--- config.mk ---
export PLATFORM = sky130hd
export DESIGN_NAME = fir_serial_mac
export DESIGN_NICKNAME = d
export VERILOG_FILES = /design/src/rtl/fir_serial_mac.sv
export SDC_FILE = /design/constraint.sdc
export NUM_CORES = 2
export LEC_CHECK = 0
export ABC_AREA = 1
export BUFFER_PORTS_ARGS = -buffer_cell sky130_fd_sc_hd__clkbuf_2
export CAP_MARGIN = 20
export CORE_MARGIN = 2
export CORE_UTILIZATION = 50
export CTS_CLUSTER_DIAMETER = 60
export DETAILED_ROUTE_END_ITERATION = 6
export GPL_ROUTABILITY_DRIVEN = 0
export PLACE_DENSITY = 0.66
export SLEW_MARGIN = 15
export SYNTH_ARGS = -nofsm -noshare
export SYNTH_HDL_FRONTEND = slang
export SYNTH_SLANG_ARGS = --single-unit
--- constraint.sdc ---
create_clock -name clk -period 9.8 [get_ports clk]
set_clock_uncertainty 0.1 [all_clocks]
set_input_delay 0.49 -clock clk [delete_from_list [all_inputs] [get_ports clk]]
set_output_delay 0.49 -clock clk [all_outputs]
set_load 0.1 [all_outputs]
--- src/rtl/fir_serial_mac.sv ---
// fir_serial_mac: serial multiply-accumulate FIR filter.
// One multiplier is shared across all taps, so each accepted sample takes
// NTAPS MAC cycles plus one output cycle. Samples sit in a circular delay line.
// Define FIR_ROUND_EN to round the output half-up; without it the output is truncated (floor).
module fir_serial_mac #(
    parameter int NTAPS = 16,
    parameter int DW    = 16,
    parameter int CW    = 16
) (
    input  logic                       clk,
    input  logic                       rst,
    input  logic                       in_valid,
    input  logic signed [DW-1:0]       in_data,
    output logic                       in_ready,
    input  logic                       coef_we,
    input  logic [$clog2(NTAPS)-1:0]   coef_addr,
    input  logic signed [CW-1:0]       coef_data,
    output logic                       out_valid,
    output logic signed [DW-1:0]       out_data,
    output logic                       overrun
);

    localparam int AW   = $clog2(NTAPS);
    localparam int PW   = DW + CW;
    localparam int ACCW = DW + CW + AW;

    localparam logic signed [CW-1:0]   COEF_ONE = {1'b0, {(CW-1){1'b1}}};
    localparam logic signed [ACCW-1:0] SAT_MAX  = {{(ACCW-DW+1){1'b0}}, {(DW-1){1'b1}}};
    localparam logic signed [ACCW-1:0] SAT_MIN  = {{(ACCW-DW+1){1'b1}}, {(DW-1){1'b0}}};

    typedef enum logic [1:0] {
        IDLE = 2'd0,
        MAC  = 2'd1,
        OUT  = 2'd2
    } state_t;

    state_t state, state_next;

    logic signed [DW-1:0]   delay_line [NTAPS];
    logic signed [CW-1:0]   coef       [NTAPS];
    logic [AW-1:0]          wr_ptr;
    logic [AW-1:0]          rd_ptr;
    logic [AW-1:0]          tap_cnt;
    logic signed [ACCW-1:0] acc;
    logic signed [PW-1:0]   product;
    logic signed [ACCW-1:0] acc_next;
    logic signed [ACCW-1:0] biased;
    logic signed [ACCW-1:0] shifted;
    logic signed [DW-1:0]   sat_data;
    logic                   accept;
    logic                   tap_last;

    assign accept   = in_valid && in_ready;
    assign tap_last = (tap_cnt == AW'(NTAPS - 1));

    // The shared multiplier: rd_ptr walks backwards from the newest sample while tap_cnt walks the coefficients.
    assign product  = PW'(delay_line[rd_ptr]) * PW'(coef[tap_cnt]);
    assign acc_next = acc + ACCW'(product);

`ifdef FIR_ROUND_EN
    localparam logic signed [ACCW-1:0] ROUND_BIAS = {{(ACCW-1){1'b0}}, 1'b1} << (CW - 2);
    assign biased = acc_next + ROUND_BIAS;
`else
    assign biased = acc_next;
`endif

    assign shifted  = biased >>> (CW - 1);
    assign sat_data = (shifted > SAT_MAX) ? SAT_MAX[DW-1:0] :
                      (shifted < SAT_MIN) ? SAT_MIN[DW-1:0] :
                      shifted[DW-1:0];

    // State register; reset aborts any computation in flight.
    always_ff @(posedge clk) begin
        if (rst) state <= IDLE;
        else     state <= state_next;
    end

    // Next-state logic and handshake outputs derived from the current state.
    always_comb begin
        state_next = state;
        in_ready   = 1'b0;
        out_valid  = 1'b0;
        case (state)
            IDLE: begin
                in_ready = 1'b1;
                if (in_valid) state_next = MAC;
            end
            MAC: begin
                if (tap_last) state_next = OUT;
            end
            OUT: begin
                out_valid  = 1'b1;
                state_next = IDLE;
            end
            default: state_next = IDLE;
        endcase
    end

    // Delay line and coefficient storage; both are only writable while idle.
    always_ff @(posedge clk) begin
        if (rst) begin
            for (int i = 0; i < NTAPS; i++) begin
                delay_line[i] <= '0;
                coef[i]       <= (i == 0) ? COEF_ONE : '0;
            end
        end else begin
            if (in_ready && coef_we) coef[coef_addr] <= coef_data;
            if (accept)              delay_line[wr_ptr] <= in_data;
        end
    end

    // Pointers, tap counter, accumulator and the held output sample.
    always_ff @(posedge clk) begin
        if (rst) begin
            wr_ptr   <= '0;
            rd_ptr   <= '0;
            tap_cnt  <= '0;
            acc      <= '0;
            out_data <= '0;
        end else if (accept) begin
            rd_ptr  <= wr_ptr;
            wr_ptr  <= wr_ptr + AW'(1);
            tap_cnt <= '0;
            acc     <= '0;
        end else if (state == MAC) begin
            acc     <= acc_next;
            rd_ptr  <= rd_ptr - AW'(1);
            tap_cnt <= tap_cnt + AW'(1);
            if (tap_last) out_data <= sat_data;
        end
    end

    // Sticky flag for samples offered while the filter was busy.
    always_ff @(posedge clk) begin
        if (rst)                        overrun <= 1'b0;
        else if (in_valid && !in_ready) overrun <= 1'b1;
    end

endmodule

; ---- After elaboration in Yosys (flattened, before gate mapping)
; Memories as Yosys holds them, arrays and structs flattened. A register that Yosys moved wholly into a read port is not among the register bits.
; Cells that the tools add are included.
[op_classes]
order_cmp = 2
n_bitwise = 1
reduce_logical = 11
n_addsub = 4
eq_ne = 5
n_mux = 27
multipliers = 1
[ops]
columns = op, count
row1 = $mux 16, 4
row2 = $add 36x32->36, 1
row3 = $mul 16x16->32, 1
row4 = $mux 4, 8
row5 = $reduce_or 16->1, 2
row6 = $gt 21x16->1 const B, 1
row7 = $lt 21x16->1 const B, 1
row8 = $mux 1, 12
row9 = $add 4x1->4 const B, 2
row10 = $eq 4x4->1 const B, 1
row11 = $mux 2, 2
row12 = $ne 2x2->1 const B, 2
row13 = $pmux 2 s2, 1
row14 = $sub 4x1->4 const B, 1
row15 = $logic_and 1x1->1, 3
row16 = $reduce_and 3->1, 1
row17 = $eq 2x1->1 const B, 1
row18 = $eq 2x2->1 const B, 1
row19 = $logic_not 2->1, 1
row20 = $reduce_and 2->1, 1
row21 = $reduce_bool 2->1, 1
row22 = $reduce_or 2->1, 1
row23 = $logic_not 1->1, 1
row24 = $not 1->1, 1
[word_totals]
register_bits = 67
elab_cells = 60
mem_count = 2
input_bits = 40
mem_bits_rw = 512
[mem_list]
columns = memory, depth, word_bits, rd, rd_clocked_by_memory_dff, write_ports, line
row1 = coef, 16, 16, 1, 1, 16, 40  ; logic signed [CW-1:0] coef [NTAPS];
row2 = delay_line, 16, 16, 1, 1, 16, 39  ; logic signed [DW-1:0] delay_line [NTAPS];

; ---- Depth between registers and ports, before layout
[logic_depth]
depth_word = 8
mapped_depth = 42

; ---- Worst setup path before layout
; No wires, ideal clock.
[synth_timing]
path_type = reg-to-reg
start = reg with a tool-made name
end = reg out_data[10]
period_less_slack_ps = 7257
required_ps = 9576
setup_slack_ps = 2543
path_stages_with_launch = 37
arrival_ps = 7034
path_cell_list = dfxtp_1 -> buf_6 -> buf_4 -> buf_6 -> buf_2 -> a21oi_1 -> o21ai_0 -> o211ai_1 -> nand3_1 -> nand2_1 -> buf_2 -> nand2_1 -> fa_1 -> fa_1 -> inv_1 -> fa_1 -> inv_1 -> fa_1 -> inv_1 -> fa_1 -> inv_1 -> fa_1 -> inv_1 -> ha_1 -> a21oi_1 -> inv_1 -> a21oi_1 -> nand2_1 -> a21oi_1 -> nand2_1 -> nand2_1 -> nand2_1 -> nor2_1 -> nand4_1 -> a21oi_4 -> buf_12 -> a21oi_2
[synth_rtl]
columns = item, line
row1 = end signal: assignment, 129  ; if (tap_last) out_data <= sat_data;
row2 = end: declaration, 19  ; output logic signed [DW-1:0] out_data,

==> run metrics <==
IO buf count=58; Worst Tran Pin Value=1020 ps; CTS tree=built; pin count of the biggest net entering global routing=78; DRT antenna net count=0; Initial Util=50.6%; final wirelength=98000 um; CORE AREA=0.0759 mm^2; Synth Area per Inst=9.55 um^2; GRT Overall Usage=25.4%; fraction of registers with async set/reset=0%; Die Wd=281 um; Critical Path Sink Type=flip-flop; # setup viols final=0; Via density=5.34; setup TNS=0 ps; final worst path period share=87.7%; post-synthesis net count=4487; Setup WS pre-CTS=1330 ps; post-CTS setup buffers=0; Seq cells post-synth=587; Worst Setup Start Kind=flip-flop; DR WL/cell=19.3 um; CTS H-tree depth=3; status=finished, final reports clean; most frequent cells in the layout=inv_1, nor2_1, nand2_1, edfxtp_1, fa_1; number of buffers created by CTS=70; initial antenna violation count=1; GR Overflow Total=0; Top FF cell, synth=edfxtp_1; CTS root buffer=clkbuf_16; crit path DAT=8970 ps; Die ar.=0.0790 mm^2; top-level port count=59; type of the worst setup path=flip-flop to flip-flop; clock sink total=587; DRT iter0 DRCs=2505; Final WS setup=1210 ps; vias in the first global route=27200; first-pass GRT wire length=154000 um; Req. time, crit path=10180 ps; commonest non-fill, non-tap cell in the layout=inv_1; Hold Crit Class=input pin to flip-flop; Fillers=6695; synthesized area=0.0384 mm^2; CTS Hold Bufs=0; Max clock buf depth=3; Synth Warn #=0; Post-DP Area=0.0393 mm^2; post-DP HPWL=65500 um; endpoints failing hold=0; fmax=116 MHz; RSZ-0062 raised after global routing=false; Cells after Synth=4020; share of cells above drive strength 1=6.91%; Post-synth EDFFs=512; clock-pin slew on the worst setup and hold paths=60 ps; cell area after layout=0.0417 mm^2; MaxCap Viol Count=0; Area Growth Syn to Fin=8.50%; Skew-Pair Late Insertion Delay=650 ps; max-slew violations=0; drt pass-1 iters=6; drc violations=0; crit-path max FO=48; slew margin rel.=32.0%; Tmin final=8590 ps; Cell variety after synth=44; Seq/Total Area, Yosys=43.9%; Resized Gates After CTS=0; Layout Nets=4450; Vert. Die Dim=281 um; row cnt=101; n_diodes=0; vias=27100
[synthesized netlist by cell type, drive strengths merged (2+ instances only)]
library cell,instances,area share [%]
dfxtp,75,3.9
nor3,9,0.12
and3,3,0.049
o31ai,2,0.039
o211ai,136,2.7
mux2i,120,3.1
a21oi,183,2.5
o21ai,207,2.7
nand3,78,1.1
nand2,593,6.1
o21bai,7,0.14
and2,3,0.049
ha,113,3.7
buf,82,1.4
nand3b,2,0.039
a31oi,7,0.11
xor2,18,0.41
a21boi,2,0.039
inv,798,7.8
fa,314,16
xnor2,9,0.21
edfxtp,512,40
nand4,2,0.049
nor2,614,6.1
clkbuf,127,1.2
[sequential cells by signal, summed over array words and instances (netlist names), named ones only]
register and count:
acc 36, coef 256, delay_line 256, out_data 16
overrun 1, rd_ptr 4, state 2, tap_cnt 4
wr_ptr 4
[worst max-delay path, stage by stage (launching register included)]
cell and delay [ps]:
dfxtp_4 740, buf_4 420, mux2i_1 130, o211ai_1 200, nand3_1 100, nand2_1 540, nand2_1 310, fa_1 680
inv_1 140, fa_1 560, inv_1 140, fa_1 550, inv_1 70, fa_1 490, fa_1 500, inv_1 50
fa_1 470, inv_1 40, ha_1 340, a21oi_1 240, a21boi_0 270, nand2_1 80, a21oi_1 260, nand3_1 110
nand2_1 110, nand4_1 150, a21oi_4 480, a21oi_1 130
[cells by family after synthesis]
group,synth area share (%)
AND/OR/NAND/NOR,13.5
buffers and inverters,10.4
flip-flops,43.9
AO/OA/AOI/OAI,8.31
adder cells (fa/ha/maj),20.1
multiplexers,3.13
XOR/XNOR,0.616
[path summary, 6_finish.rpt]
kind / start / to / slack (ps) / depth (start not counted)
min: in_valid / overrun / 50 / 3
max reg2reg: flip-flop / out_data[1] / 1210 / 27
min reg2reg: overrun / overrun / 350 / 2
max: flip-flop / out_data[1] / 1210 / 27
[metrics by stage]
step / std cells / hold slack (ps) / utilization (%)
finish: 5070 / 46.6 / 54.9
global route: 5070 / 54.1 / 54.9
CTS: 5070 / 22.1 / 54.9
detailed placement: 4941 / 350 / 51.8
global placement: 4941 / 340 / 51.8
floorplan: 4020 / 350 / -
[final cells by class]
| cell class | count | area, um^2 | share of cell area (%) |
|---|---|---|---|
| flip-flops and latches | 587 | 16900 | 40.5 |
| well taps | 1030 | 1290 | 3.09 |
| inverters | 799 | 3000 | 7.20 |
| clock buffers | 83 | 1840 | 4.42 |
| repair buffers | 100 | 631 | 1.51 |
| clock inverters | 46 | 498 | 1.20 |
| multi-input cells | 2425 | 17500 | 42.1 |
[layer usage]
metal,vias up,global-route usage (%),part of all wire (%)
met5,-,0,0.013
met4,2,8.16,3.1
met3,187,4.20,7.3
met2,1007,41.1,47
met1,13200,35.2,43
li1,12600,-,-
Power is not shown: default switching activity piles up to over one toggle a cycle in this logic, so the estimate is an artifact.
